File: src/rtl/uart_rx_configurable.sv
`default_nettype none
// ============================================================================
// Module   : uart_rx_configurable
// Brief    : Oversampling UART receiver with optional parity, one or two stop
//            bits and a single-word holding register with overrun detection.
//            Define UART_RX_MAJORITY_EN for 2-of-3 majority bit decisions.
// Revision : 1.0 - initial release
// ============================================================================
module uart_rx_configurable #(
    parameter int DATA_BITS  = 8,
    parameter int OVERSAMPLE = 16
) (
    input  logic                 clk,
    input  logic                 reset,
    input  logic                 rx_en,
    input  logic [15:0]          baud_div,
    input  logic [1:0]           parity_mode,
    input  logic                 stop2,
    input  logic                 rxd,
    input  logic                 rx_ready,
    output logic [DATA_BITS-1:0] rx_data,
    output logic                 rx_valid,
    output logic                 rx_ferror,
    output logic                 rx_perror,
    output logic                 rx_overrun
);

    localparam int                  c_TICK_W    = $clog2(OVERSAMPLE);
    localparam logic [c_TICK_W-1:0] c_last_tick = c_TICK_W'(OVERSAMPLE - 1);
`ifdef UART_RX_MAJORITY_EN
    localparam logic [c_TICK_W-1:0] c_m0_tick   = c_TICK_W'(OVERSAMPLE / 2 - 2);
    localparam logic [c_TICK_W-1:0] c_m1_tick   = c_TICK_W'(OVERSAMPLE / 2 - 1);
    localparam logic [c_TICK_W-1:0] c_vote_tick = c_TICK_W'(OVERSAMPLE / 2);
`else
    localparam logic [c_TICK_W-1:0] c_vote_tick = c_TICK_W'(OVERSAMPLE / 2 - 1);
`endif

    localparam logic [2:0] c_st_idle   = 3'd0;
    localparam logic [2:0] c_st_start  = 3'd1;
    localparam logic [2:0] c_st_data   = 3'd2;
    localparam logic [2:0] c_st_parity = 3'd3;
    localparam logic [2:0] c_st_stop1  = 3'd4;
    localparam logic [2:0] c_st_stop2  = 3'd5;

    logic [2:0]           r_state;
    logic [2:0]           w_state_nxt;
    logic                 r_sync1, r_sync2, r_rxd_prev;
    logic                 w_fall;
    logic [15:0]          r_baud_cnt, r_div;
    logic                 w_tick;
    logic [c_TICK_W-1:0]  r_tick_cnt;
    logic                 w_sample, w_bit_end, w_bit;
    logic [DATA_BITS-1:0] r_shift;
    logic [3:0]           r_bit_cnt;
    logic                 r_par_acc, r_perr, r_ferr, r_done;
    logic [1:0]           r_par_mode;
    logic                 r_stop2;
    logic                 w_par_on;
    logic                 w_start_frame, w_shift_en, w_par_en, w_stop_en, w_frame_end;

    // Synchroniser plus one extra stage for falling-edge detection
    always_ff @(posedge clk or posedge reset) begin
        if (reset) begin
            r_sync1    <= 1'b1;
            r_sync2    <= 1'b1;
            r_rxd_prev <= 1'b1;
        end else begin
            r_sync1    <= rxd;
            r_sync2    <= r_sync1;
            r_rxd_prev <= r_sync2;
        end
    end
    assign w_fall = r_rxd_prev & ~r_sync2;

    // Divider reload happens only on wrap so a live baud_div change never truncates a tick
    always_ff @(posedge clk or posedge reset) begin
        if (reset) begin
            r_baud_cnt <= '0;
            r_div      <= '0;
        end else if (!rx_en) begin
            r_baud_cnt <= '0;
            r_div      <= baud_div;
        end else if (r_baud_cnt >= r_div) begin
            r_baud_cnt <= '0;
            r_div      <= baud_div;
        end else begin
            r_baud_cnt <= r_baud_cnt + 16'd1;
        end
    end
    assign w_tick = rx_en && (r_baud_cnt >= r_div);

    assign w_sample  = w_tick && (r_state != c_st_idle) && (r_tick_cnt == c_vote_tick);
    assign w_bit_end = w_tick && (r_tick_cnt == c_last_tick);
    assign w_par_on  = (r_par_mode == 2'b01) || (r_par_mode == 2'b10);

`ifdef UART_RX_MAJORITY_EN
    logic r_m0, r_m1;
    always_ff @(posedge clk or posedge reset) begin
        if (reset) begin
            r_m0 <= 1'b1;
            r_m1 <= 1'b1;
        end else if (w_tick) begin
            if (r_tick_cnt == c_m0_tick) r_m0 <= r_sync2;
            if (r_tick_cnt == c_m1_tick) r_m1 <= r_sync2;
        end
    end
    assign w_bit = (r_m0 & r_m1) | (r_m0 & r_sync2) | (r_m1 & r_sync2);
`else
    assign w_bit = r_sync2;
`endif

    always_ff @(posedge clk or posedge reset) begin
        if (reset) r_state <= c_st_idle;
        else       r_state <= w_state_nxt;
    end

    always_comb begin
        w_state_nxt = r_state;
        if (!rx_en) begin
            w_state_nxt = c_st_idle;
        end else begin
            case (r_state)
                c_st_idle:   if (w_fall) w_state_nxt = c_st_start;
                c_st_start: begin
                    if (w_sample && w_bit) w_state_nxt = c_st_idle;
                    else if (w_bit_end)    w_state_nxt = c_st_data;
                end
                c_st_data:
                    if (w_bit_end && (r_bit_cnt == 4'(DATA_BITS)))
                        w_state_nxt = w_par_on ? c_st_parity : c_st_stop1;
                c_st_parity: if (w_bit_end) w_state_nxt = c_st_stop1;
                c_st_stop1: begin
                    if (w_sample && !r_stop2) w_state_nxt = c_st_idle;
                    else if (w_bit_end)       w_state_nxt = c_st_stop2;
                end
                c_st_stop2:  if (w_sample) w_state_nxt = c_st_idle;
                default:     w_state_nxt = c_st_idle;
            endcase
        end
    end

    always_comb begin
        w_start_frame = (r_state == c_st_idle) && rx_en && w_fall;
        w_shift_en    = (r_state == c_st_data) && w_sample;
        w_par_en      = (r_state == c_st_parity) && w_sample;
        w_stop_en     = ((r_state == c_st_stop1) || (r_state == c_st_stop2)) && w_sample;
        w_frame_end   = w_stop_en && ((r_state == c_st_stop2) || !r_stop2);
    end

    always_ff @(posedge clk or posedge reset) begin
        if (reset) begin
            r_tick_cnt <= '0;
        end else if (!rx_en || (r_state == c_st_idle) || (w_state_nxt == c_st_idle)) begin
            r_tick_cnt <= '0;
        end else if (w_tick) begin
            r_tick_cnt <= (r_tick_cnt == c_last_tick) ? '0 : r_tick_cnt + 1'b1;
        end
    end

    // Framing options are frozen at the start edge for the whole frame
    always_ff @(posedge clk or posedge reset) begin
        if (reset) begin
            r_shift    <= '0;
            r_bit_cnt  <= '0;
            r_par_acc  <= 1'b0;
            r_perr     <= 1'b0;
            r_ferr     <= 1'b0;
            r_par_mode <= 2'b00;
            r_stop2    <= 1'b0;
            r_done     <= 1'b0;
        end else begin
            r_done <= w_frame_end;
            if (w_start_frame) begin
                r_par_mode <= parity_mode;
                r_stop2    <= stop2;
                r_bit_cnt  <= '0;
                r_par_acc  <= 1'b0;
                r_perr     <= 1'b0;
                r_ferr     <= 1'b0;
            end
            if (w_shift_en) begin
                r_shift   <= {w_bit, r_shift[DATA_BITS-1:1]};
                r_bit_cnt <= r_bit_cnt + 4'd1;
                r_par_acc <= r_par_acc ^ w_bit;
            end
            if (w_par_en)
                r_perr <= w_bit ^ r_par_acc ^ (r_par_mode == 2'b10);
            if (w_stop_en && !w_bit)
                r_ferr <= 1'b1;
        end
    end

    always_ff @(posedge clk or posedge reset) begin
        if (reset) begin
            rx_data    <= '0;
            rx_valid   <= 1'b0;
            rx_ferror  <= 1'b0;
            rx_perror  <= 1'b0;
            rx_overrun <= 1'b0;
        end else begin
            if (r_done && (!rx_valid || rx_ready)) begin
                rx_data   <= r_shift;
                rx_ferror <= r_ferr;
                rx_perror <= r_perr;
                rx_valid  <= 1'b1;
            end else if (rx_valid && rx_ready) begin
                rx_valid  <= 1'b0;
            end
            if (rx_valid && rx_ready)
                rx_overrun <= 1'b0;
            else if (r_done && rx_valid)
                rx_overrun <= 1'b1;
        end
    end

endmodule
`default_nettype wire

File: config.mk
export PLATFORM = sky130hd
export DESIGN_NAME = uart_rx_configurable
export DESIGN_NICKNAME = d
export VERILOG_FILES = /design/src/rtl/uart_rx_configurable.sv
export SDC_FILE = /design/constraint.sdc
export NUM_CORES = 1
export LEC_CHECK = 0
export ABC_AREA = 1
export CORE_MARGIN = 10
export CORE_UTILIZATION = 27
export CTS_BUF_LIST = sky130_fd_sc_hd__clkbuf_4
export CTS_CLUSTER_SIZE = 12
export DETAILED_ROUTE_END_ITERATION = 10
export PLACE_DENSITY_LB_ADDON = 0.1
export SYNTH_ARGS = -nofsm -noshare
export SYNTH_HDL_FRONTEND = slang
export SYNTH_SLANG_ARGS = --single-unit
File: constraint.sdc
create_clock -name clk -period 3.8 [get_ports clk]
set_input_delay 0.76 -clock clk [delete_from_list [all_inputs] [get_ports clk]]
set_output_delay 0.76 -clock clk [all_outputs]
set_load 0.03 [all_outputs]
==> flow_summary.toml, run 1 <==
[run_status]
status = "complete, no violations"

[setup_path]
cp.required_ns = 4.20
path_cells = "ha_1 > a21oi_1 > o21ai_1 > a21oi_1 > nand2_4 > inv_2 > nand2_1 > buf_4 > a21oi_1 > o21a_1"
critPathLaunch = "r_baud_cnt[11]"
startpoint_type = "flip-flop"
cp_max_fo = 22
critPathCaptureType = "flip-flop"
cp_common_cell = "a21oi_1"
arrival_ns = 2.95
r2r_start = "r_baud_cnt[11]"
worst_path_largest_cell_delay_ns = 0.44
cp_slowest_cell = "dfrtp_1"
worstSetupPathType = "flip-flop to flip-flop"

[cts]
numCtsBuffers = 9
clk_path_buf_depth = 2
postCtsSetupRepairBufs = 0
clk_latency_ns = 0.45
cts_hold_buf = 0
cts_tree = "done"
post_cts_resized = 0
htree_levels = 3
cts.sinks = 73
cts-root-buf = "clkbuf_4"
clkSlewWorstSetupHoldPaths_ns = 0.12

[power_and_ir_drop]
power.switching_mw = 0.391
p_comb_frac = 0.086
swShare = 0.247
leakage_nw = 2.07
power_frac_seq = 0.514
peakVddDrop_mv = 0.176
powerDensity_nw_per_um2 = 359
clkPwrFrac = 0.400
internal_power_mw = 1.19

[sta]
fin_tns_setup_ns = 0
finalSetupViolations = 0
hold_viol_final = 0
relSlewSlack = 0.563
rsz0062_at_grt = "no"
skew_ns = 0.0112
fmax_mhz = 391
finalCritPeriodShare = 0.673
post-route-min-period_ns = 2.56
drv_slew = 0
worst_pin_slew_ns = 0.654

[yosys]
ys_seq_area_frac = 0.503
synthesis.area_sq_um = 3640
synthTopCellsByArea = "dfrtp_1 48%, nand2_1 9.3%, ha_1 7.2%"
synth-seq-cells = 73
synthFlopType = "dfrtp_1"
syn_nets = 464
async_reset_ff_frac = 1.00
synth-edff-count = 0
yosys.cell_types.count = 36
ys.warnings.count = 0
syn-mean-instance-area_sq_um = 8.69
synth_top_cell_by_area = "dfrtp_1"
synthTopCellsByCount = "90 x nand2_1, 70 x dfrtp_1, 63 x inv_1, 33 x nor2_1, 29 x o21ai_1"
synth.top_cell.area_share = 0.481
synth_cells = 419
synth_most_common_cell = "nand2_1"

[cells_and_area]
seq_area_sq_um = 1830
layout.nets = 508
multi_input_area_sq_um = 1510
fill_cells = 1415
drive_above_1_share = 0.107
final_util = 0.334
areaGrowthSynthToFinish_pct = 21.3

[route]
first_pass_iters = 4
drt_drc_violations_left = 0
wl_per_cell_um = 11.9
wl_mm = 7.68
wl_met1_mm = 3.74
num_vias = 2746
viasPerCell = 4.26
drt-initial-drc-count = 142
route.met3.wl_um = 295
topRoutingLayerUsed = "met4"
ant_nets = 0
dr_wl_met2_mm = 3.47

[die]
die_y_um = 136
die_area_sq_um = 18500
die_w_um = 136
initial_utilization = 0.275
ios = 36
floorplan.rows = 42
core_area_sq_um = 13200

[hold_path]
hp-start = "r_sync1"
worstHoldPathType = "flip-flop to flip-flop"

[placed_design]
place.gp.congestion = 0.771
io_buffers = 35
hpwlAfterDp_mm = 5.75

[run]
max-cap-violations = 0

[grt]
grtUsageTotal = 0.0910
grt-ovfl-total = 0
grt_pass1_wl_mm = 13.3
grt_pass1_vias = 2821
grt_max_degree = 31
antenna_found_initial = 1
## flip-flops by register name (all words and copies together), names as in the netlist
| register | flops |
|---|---|
| r_par_acc | 1 |
| r_ferr | 1 |
| r_shift | 8 |
| r_sync1 | 1 |
| rx_data | 8 |
| r_sync2 | 1 |
| r_perr | 1 |
| r_rxd_prev | 1 |
| r_tick_cnt | 4 |
| r_state | 3 |
| rx_valid | 1 |
| rx_ferror | 1 |
| r_baud_cnt | 16 |
| rx_perror | 1 |
| r_stop2 | 1 |
| r_bit_cnt | 4 |
| r_div | 16 |
| r_par_mode | 2 |
| r_done | 1 |
| rx_overrun | 1 |
## metrics by stage
step / worst slack, ns / cell area [sq um] / power (mW) / hold WS, ns / cells
2_1_floorplan: 1.19 / 3640 / 0.912 / 0.345 / 419
3_3_place_gp: 0.995 / 4230 / 0.969 / 0.348 / 628
3_5_place_dp: 0.920 / 4230 / 0.971 / 0.351 / 628
4_1_cts: 1.17 / 4410 / 1.62 / 0.370 / 644
5_1_grt: 0.926 / 4420 / 1.67 / 0.372 / 645
6_report: 1.24 / 4420 / 1.59 / 0.370 / 645
## worst max-delay path: cells and delay by family (launching register included)
family | cells | cell delay (ns)
compound gates | 5 | 0.74
flops | 1 | 0.44
buf+inv | 2 | 0.46
fa+ha+maj | 1 | 0.34
simple gates | 2 | 0.50
## kinds of logic (layout without fill, tap and decap cells)
| family | after synthesis | in the layout | share of synthesized area |
|---|---|---|---|
| multiplexers | 4 | 4 | 0.0120 |
| adder cells (fa/ha/maj) | 21 | 21 | 0.0721 |
| XOR/XNOR | 7 | 7 | 0.0168 |
| buffers and inverters | 77 | 126 | 0.0818 |
| other | 0 | 1 | 0 |
| AND/OR/NAND/NOR | 172 | 172 | 0.222 |
| flip-flops | 73 | 73 | 0.503 |
| AO/OA/AOI/OAI | 65 | 65 | 0.0924 |
## final cells by class
type                       instances  share of cell area
clock inverter                     7              0.0269
tap                              176              0.0499
clock buffer                       9              0.0153
sequential                        73               0.414
antenna                            1            0.000567
multi-input combinational        269               0.343
inverter                          70              0.0595
timing repair buffer              40              0.0907
## cell usage in the layout, fill, tap and decap left out, types with 8 or more instances in the layout
cell type,count
nand3_1,15
inv_2,8
clkdlybuf4s50_1,35
o21ai_0,17
o21ai_1,29
inv_1,62
dfrtp_1,70
nand2_1,90
nor2_1,33
a21oi_1,13
clkbuf_4,9
ha_1,21
## power groups by stage
stage               Sequential [mW]  Clock (mW)  Combinational (mW)
finish                        0.815       0.635               0.136
floorplan                     0.827           0              0.0845
global route                  0.818       0.689               0.160
CTS                           0.816       0.658               0.142
detailed placement            0.831           0               0.140
global placement              0.831           0               0.138
## metal layers
| metal | global-route usage | vias to the layer above |
|---|---|---|
| met2 | 0.138 | 38 |
| met3 | 0.0258 | 13 |
| met5 | 0 | - |
| met4 | 0.0527 | 0 |
| met1 | 0.113 | 1265 |
| li1 | - | 1430 |
## final timing paths
| path | end | slack [ns] | cells after the start |
|---|---|---|---|
| worst max-delay path | r_baud_cnt[14] | 1.24 | 10 |
| worst min-delay path | r_sync2 | 0.37 | 0 |
| worst max register to register | r_baud_cnt[14] | 1.24 | 10 |
| worst min register to register | r_sync2 | 0.37 | 0 |
| max in group asynchronous | r_sync1 | 2.37 | 3 |
| min in group asynchronous | r_state[2] | 0.70 | 2 |
(Power assumes the default switching activity.)
==> inputs of run 2 (changes only) <==
clock period = 2.1 ns   (was 3.8 ns; I/O delays follow)
==> run 2 against run 1 <==
  * Die area stayed put
  * Cell count is 6.8% higher
  * Worst setup slack worse by 1.4 ns
  * Wire length is 15% higher
  * The run now ends with negative setup slack left
  * Clock skew is 0.0084 ns higher
  * Clock-buffer cell count stayed put
  * Critical endpoint unchanged
  * Sequential cell count stayed put
==> flow_summary.toml, run 2 (same netlist as run 1, synthesis figures left out) <==
[power_and_ir_drop]
peakVddDrop_mv = 0.539
powerDensity_nw_per_um2 = 530
p_total_mw = 2.73
leakage_nw = 2.43

[setup_path]
r2r_start = "r_baud_cnt[1]"
cpLargestDelayFamily = "simple AND/OR/NAND/NOR gates"
reg2regPathDepth = 15
path_cells = "buf_4 > buf_6 > ha_4 > nand2_2 > nor3_4 > nand2_1 > nor2_2 > nand2_2 > nor3_4 > nand2_2 > inv_2 > nand3_4 > nor2_4 > a21oi_2 > o21a_1"
cp_slowest_cell = "dfrtp_1"
critPathCaptureType = "flip-flop"
rr_endpoint = "r_baud_cnt[14]"
endpoint = "r_baud_cnt[14]"
worst_path_largest_cell_delay_ns = 0.43
path_buf_inv = 3
arrival_ns = 2.61
cp.required_ns = 2.45
worstSetupPathType = "flip-flop to flip-flop"
cp_common_cell = "nand2_2"
r2r_slack_ns = -0.16
path_depth = 15
startpoint_type = "flip-flop"
cp_max_fo = 3
critPathLaunch = "r_baud_cnt[1]"

[route]
wl_mm = 8.85
num_vias = 2935
viasPerCell = 4.26
first_pass_iters = 6
wl_per_cell_um = 12.8
ant_nets = 0
drt_drc_violations_left = 0
drt-initial-drc-count = 114

[grt]
antenna_found_initial = 0
grt_pass1_vias = 2912
grt_max_degree = 33
grt-ovfl-total = 0
grtUsageTotal = 0.0937
grt_pass1_wl_mm = 13.7

[sta]
drv_slew = 0
post-route-min-period_ns = 2.26
fin_tns_setup_ns = -1.64
finalCritPeriodShare = 1.07
skew_ns = 0.0196
worst_pin_slew_ns = 0.408
finalSetupViolations = 28
relSlewSlack = 0.728
fmax_mhz = 443
rsz0062_at_grt = "yes"
hold_viol_final = 0
worst_slack_ns = -0.155

[cells_and_area]
antenna_cells = 0
layout.nets = 555
largestRegisters = "r_baud_cnt x16, r_div x16"
areaGrowthSynthToFinish_pct = 41.2
final_cells = 689
final_common_cell = "nand2_1"
drive_above_1_share = 0.302
layout_common_cells = "77 x nand2_1, 70 x dfrtp_1, 52 x inv_1"
finalInstanceArea_sq_um = 5140

[cts]
cts_tree = "done"
cts-root-buf = "clkbuf_4"
htree_levels = 3
cts.sinks = 73
clk_latency_ns = 0.46
cts_hold_buf = 0
numCtsBuffers = 9
clk_path_buf_depth = 2
clkSlewWorstSetupHoldPaths_ns = 0.13

[placed_design]
dpl_cell_area_sq_um = 4540
pre_cts_ws_ns = -0.129
place.gp.congestion = 0.812
io_buffers = 35
dp.cells = 662
hpwlAfterDp_mm = 6.14

[run_status]
violations = "negative setup slack"
status = "finished with violations"

[die]
die_w_um = 136
initial_utilization = 0.275
core_area_sq_um = 13200
die_area_sq_um = 18500
floorplan.rows = 42
ios = 36
die_y_um = 136

[hold_path]
worstHoldPathType = "input pin to asynchronous set/reset pin"

[run]
max-cap-violations = 0
## run 2: cell count changes in the layout (fill, tap and decap cells not counted), sizes merged, moves of 2 or more
cell      delta
buf         +45
bufinv       -2
clkbuf       +2
clkinvlp     +2
## run 2: repair_timing
item / CTS / global route
resized for setup: 5 / 77
pin swaps: 1 / 22
endpoints found under the setup margin: 12 / 40
cloned: 0 / 3
buffers inserted: 0 / 10
## run 2: area by class of cell
class                           count  area [sq um]
Sequential cell                    73          1830
Tap cell                          176           220
Clock inverter                      5          58.8
Clock buffer                        9          67.6
Multi-Input combinational cell    269          1810
Inverter                           70           267
Timing Repair Buffer               87           886
Fill cell                        1350          8100
## run 2: routing by layer
layer | part of all wire | wire [um] | track usage
met1 | 0.46 | 4090 | 0.113
met2 | 0.48 | 4220 | 0.147
met3 | 0.044 | 387 | 0.0362
met4 | 0.018 | 159 | 0.0379
met5 | 0 | 0 | 0
## run 2: how the worst min path moves through the flow
stage                     slack (ns)  depth (start not counted)     from        to
after floorplan                 0.35                          0  r_sync1   r_sync2
after global placement          0.35                          0  r_sync1   r_sync2
after detailed placement        0.35                          0  r_sync1   r_sync2
after CTS                       0.27                          2    reset  r_div[7]
after global routing            0.28                          2    reset  r_div[7]
final                           0.29                          2    reset  r_div[7]
## run 2: metrics by stage
stage	utilization	hold slack, ns
6_report	0.388	0.293
2_1_floorplan	-	0.345
5_1_grt	0.388	0.285
3_3_place_gp	0.343	0.346
4_1_cts	0.354	0.271
3_5_place_dp	0.343	0.351
## run 2: power breakdown
part           internal [mW]  switching [mW]  total (mW)
combinational          0.190           0.186       0.376
clock                  0.349           0.523       0.872
sequential              1.45          0.0243        1.48
==> inputs of run 3 (changes only) <==
CORE_MARGIN = unset   (was 10)
REMOVE_ABC_BUFFERS = 1   (was unset)
==> run 3 against run 2 <==
  * Non-clock buffer count decreased by 7
  * Die area down 25%
  * The run still ends with negative setup slack left
  * Wire length is 9.3% lower
  * Total power is 3.9% higher
  * Critical endpoint is now r_tick_cnt[1]
  * Worst hold slack improved by 0.012 ns
  * Core utilization fell by 0.99 points
  * Worst setup slack improved by 0.10 ns
  * Clock power grew 19%
==> flow_summary.toml, run 3 (same netlist as run 1, synthesis figures left out) <==
[placed_design]
pre_cts_ws_ns = -0.142
io_buffers = 35
place.gp.congestion = 0.798
dpl_cell_area_sq_um = 4460
dp.cells = 657
hpwlAfterDp_mm = 5.68

[setup_path]
critPathCaptureType = "flip-flop"
startpoint_type = "flip-flop"
arrival_ns = 2.48
cp.required_ns = 2.43
cp_max_fo = 7
worstSetupPathType = "flip-flop to flip-flop"

[power_and_ir_drop]
clkPwrFrac = 0.366
power.switching_mw = 0.746
powerDensity_nw_per_um2 = 567
peakVddDrop_mv = 0.225
power_frac_seq = 0.522
leakage_nw = 2.39
p_comb_frac = 0.113
swShare = 0.263
internal_power_mw = 2.09
p_total_mw = 2.83

[cells_and_area]
multi_input_area_sq_um = 1750
fill_cells = 1384
areaGrowthSynthToFinish_pct = 37.0
finalInstanceArea_sq_um = 4990
drive_above_1_share = 0.272
seq_area_sq_um = 1830
final_common_cell = "nand2_1"
layout.nets = 548
final_cells = 685
largestRegisters = "r_baud_cnt x16, r_div x16"
final_util = 0.378
layout_common_cells = "77 x nand2_1, 70 x dfrtp_1, 55 x inv_1"

[die]
ios = 36
floorplan.rows = 42
initial_utilization = 0.276
die_y_um = 118
core_area_sq_um = 13200
die_area_sq_um = 14000
die_w_um = 118

[sta]
rsz0062_at_grt = "yes"
skew_ns = 0.0150
fmax_mhz = 465
drv_slew = 0
relSlewSlack = 0.680
finalCritPeriodShare = 1.02
hold_viol_final = 0
post-route-min-period_ns = 2.15
whs_ns = 0.305
worst_slack_ns = -0.0518
worst_pin_slew_ns = 0.480
fin_tns_setup_ns = -0.213
finalSetupViolations = 5

[grt]
grt-ovfl-total = 0
grt_pass1_vias = 2855
grt_max_degree = 30
grt_pass1_wl_mm = 13.3
antenna_found_initial = 0
grtUsageTotal = 0.120

[run_status]
status = "finished with violations"
violations = "negative setup slack"

[route]
drt-initial-drc-count = 70
num_vias = 2926
first_pass_iters = 5
wl_per_cell_um = 11.7
drt_drc_violations_left = 0
viasPerCell = 4.27
wl_mm = 8.03
ant_nets = 0

[cts]
cts.sinks = 73
cts-root-buf = "clkbuf_4"
numCtsBuffers = 9
clk_latency_ns = 0.43
clkSlewWorstSetupHoldPaths_ns = 0.14
cts_tree = "done"
htree_levels = 3
cts_hold_buf = 0
clk_path_buf_depth = 2

[hold_path]
worstHoldPathType = "input pin to asynchronous set/reset pin"

[run]
max-cap-violations = 0
-- run 3: final cells by class --
class	count	share of cell area
clock inverter	7	0.0188
timing repair buffer	80	0.153
multi-input combinational	269	0.350
tap	176	0.0441
sequential	73	0.367
inverter	70	0.0531
antenna	1	0.000501
clock buffer	9	0.0135
-- run 3: metal layers --
layer | vias up | part of all wire | routed length, um | GRT usage
met3 | 14 | 0.029 | 235 | 0.0275
met1 | 1354 | 0.51 | 4080 | 0.162
met4 | 0 | 0.021 | 171 | 0.0569
li1 | 1507 | - | - | -
met2 | 51 | 0.44 | 3540 | 0.182
met5 | - | 0 | 0 | 0
-- run 3: critical path: stages, from the launching register on --
cell,delay (ns)
dfrtp_1,0.44
ha_4,0.29
nand2_1,0.05
inv_2,0.06
nand2_2,0.05
nor2_1,0.09
nor2_1,0.05
nand2_1,0.08
nand2_2,0.06
nand2_4,0.12
nand3_4,0.13
nor2_4,0.14
nand2_2,0.06
nand2_1,0.07
nand3_2,0.07
nand2_2,0.08
nand3_2,0.08
nand2_4,0.09
nor2_1,0.05
-- run 3: power by group through the flow --
stage	sequential [mW]	clock, mW	combinational [mW]
3_3_place_gp	1.50	0	0.279
3_5_place_dp	1.50	0	0.279
6_report	1.48	1.04	0.319
5_1_grt	1.48	1.14	0.363
4_1_cts	1.47	1.08	0.288
2_1_floorplan	1.50	0	0.150
-- run 3: final timing paths --
check                                   start       endpoint  slack (ns)  cells past startpoint
worst max register to register  r_baud_cnt[7]  r_tick_cnt[1]       -0.05                     18
worst min register to register        r_sync1        r_sync2        0.37                      0
worst max-delay path            r_baud_cnt[7]  r_tick_cnt[1]       -0.05                     18
min in group clk                      r_sync1        r_sync2        0.37                      0
max in group asynchronous               reset       r_div[3]        1.26                      3
worst min-delay path                    reset  r_par_mode[1]        0.31                      2
-- run 3: timing repair --
item	CTS	global route
cloned	0	1
endpoints found under the setup margin	10	42
hold endpoints to repair	0	0
pin swaps	2	22
gates resized for setup	12	57
setup buffers	0	10
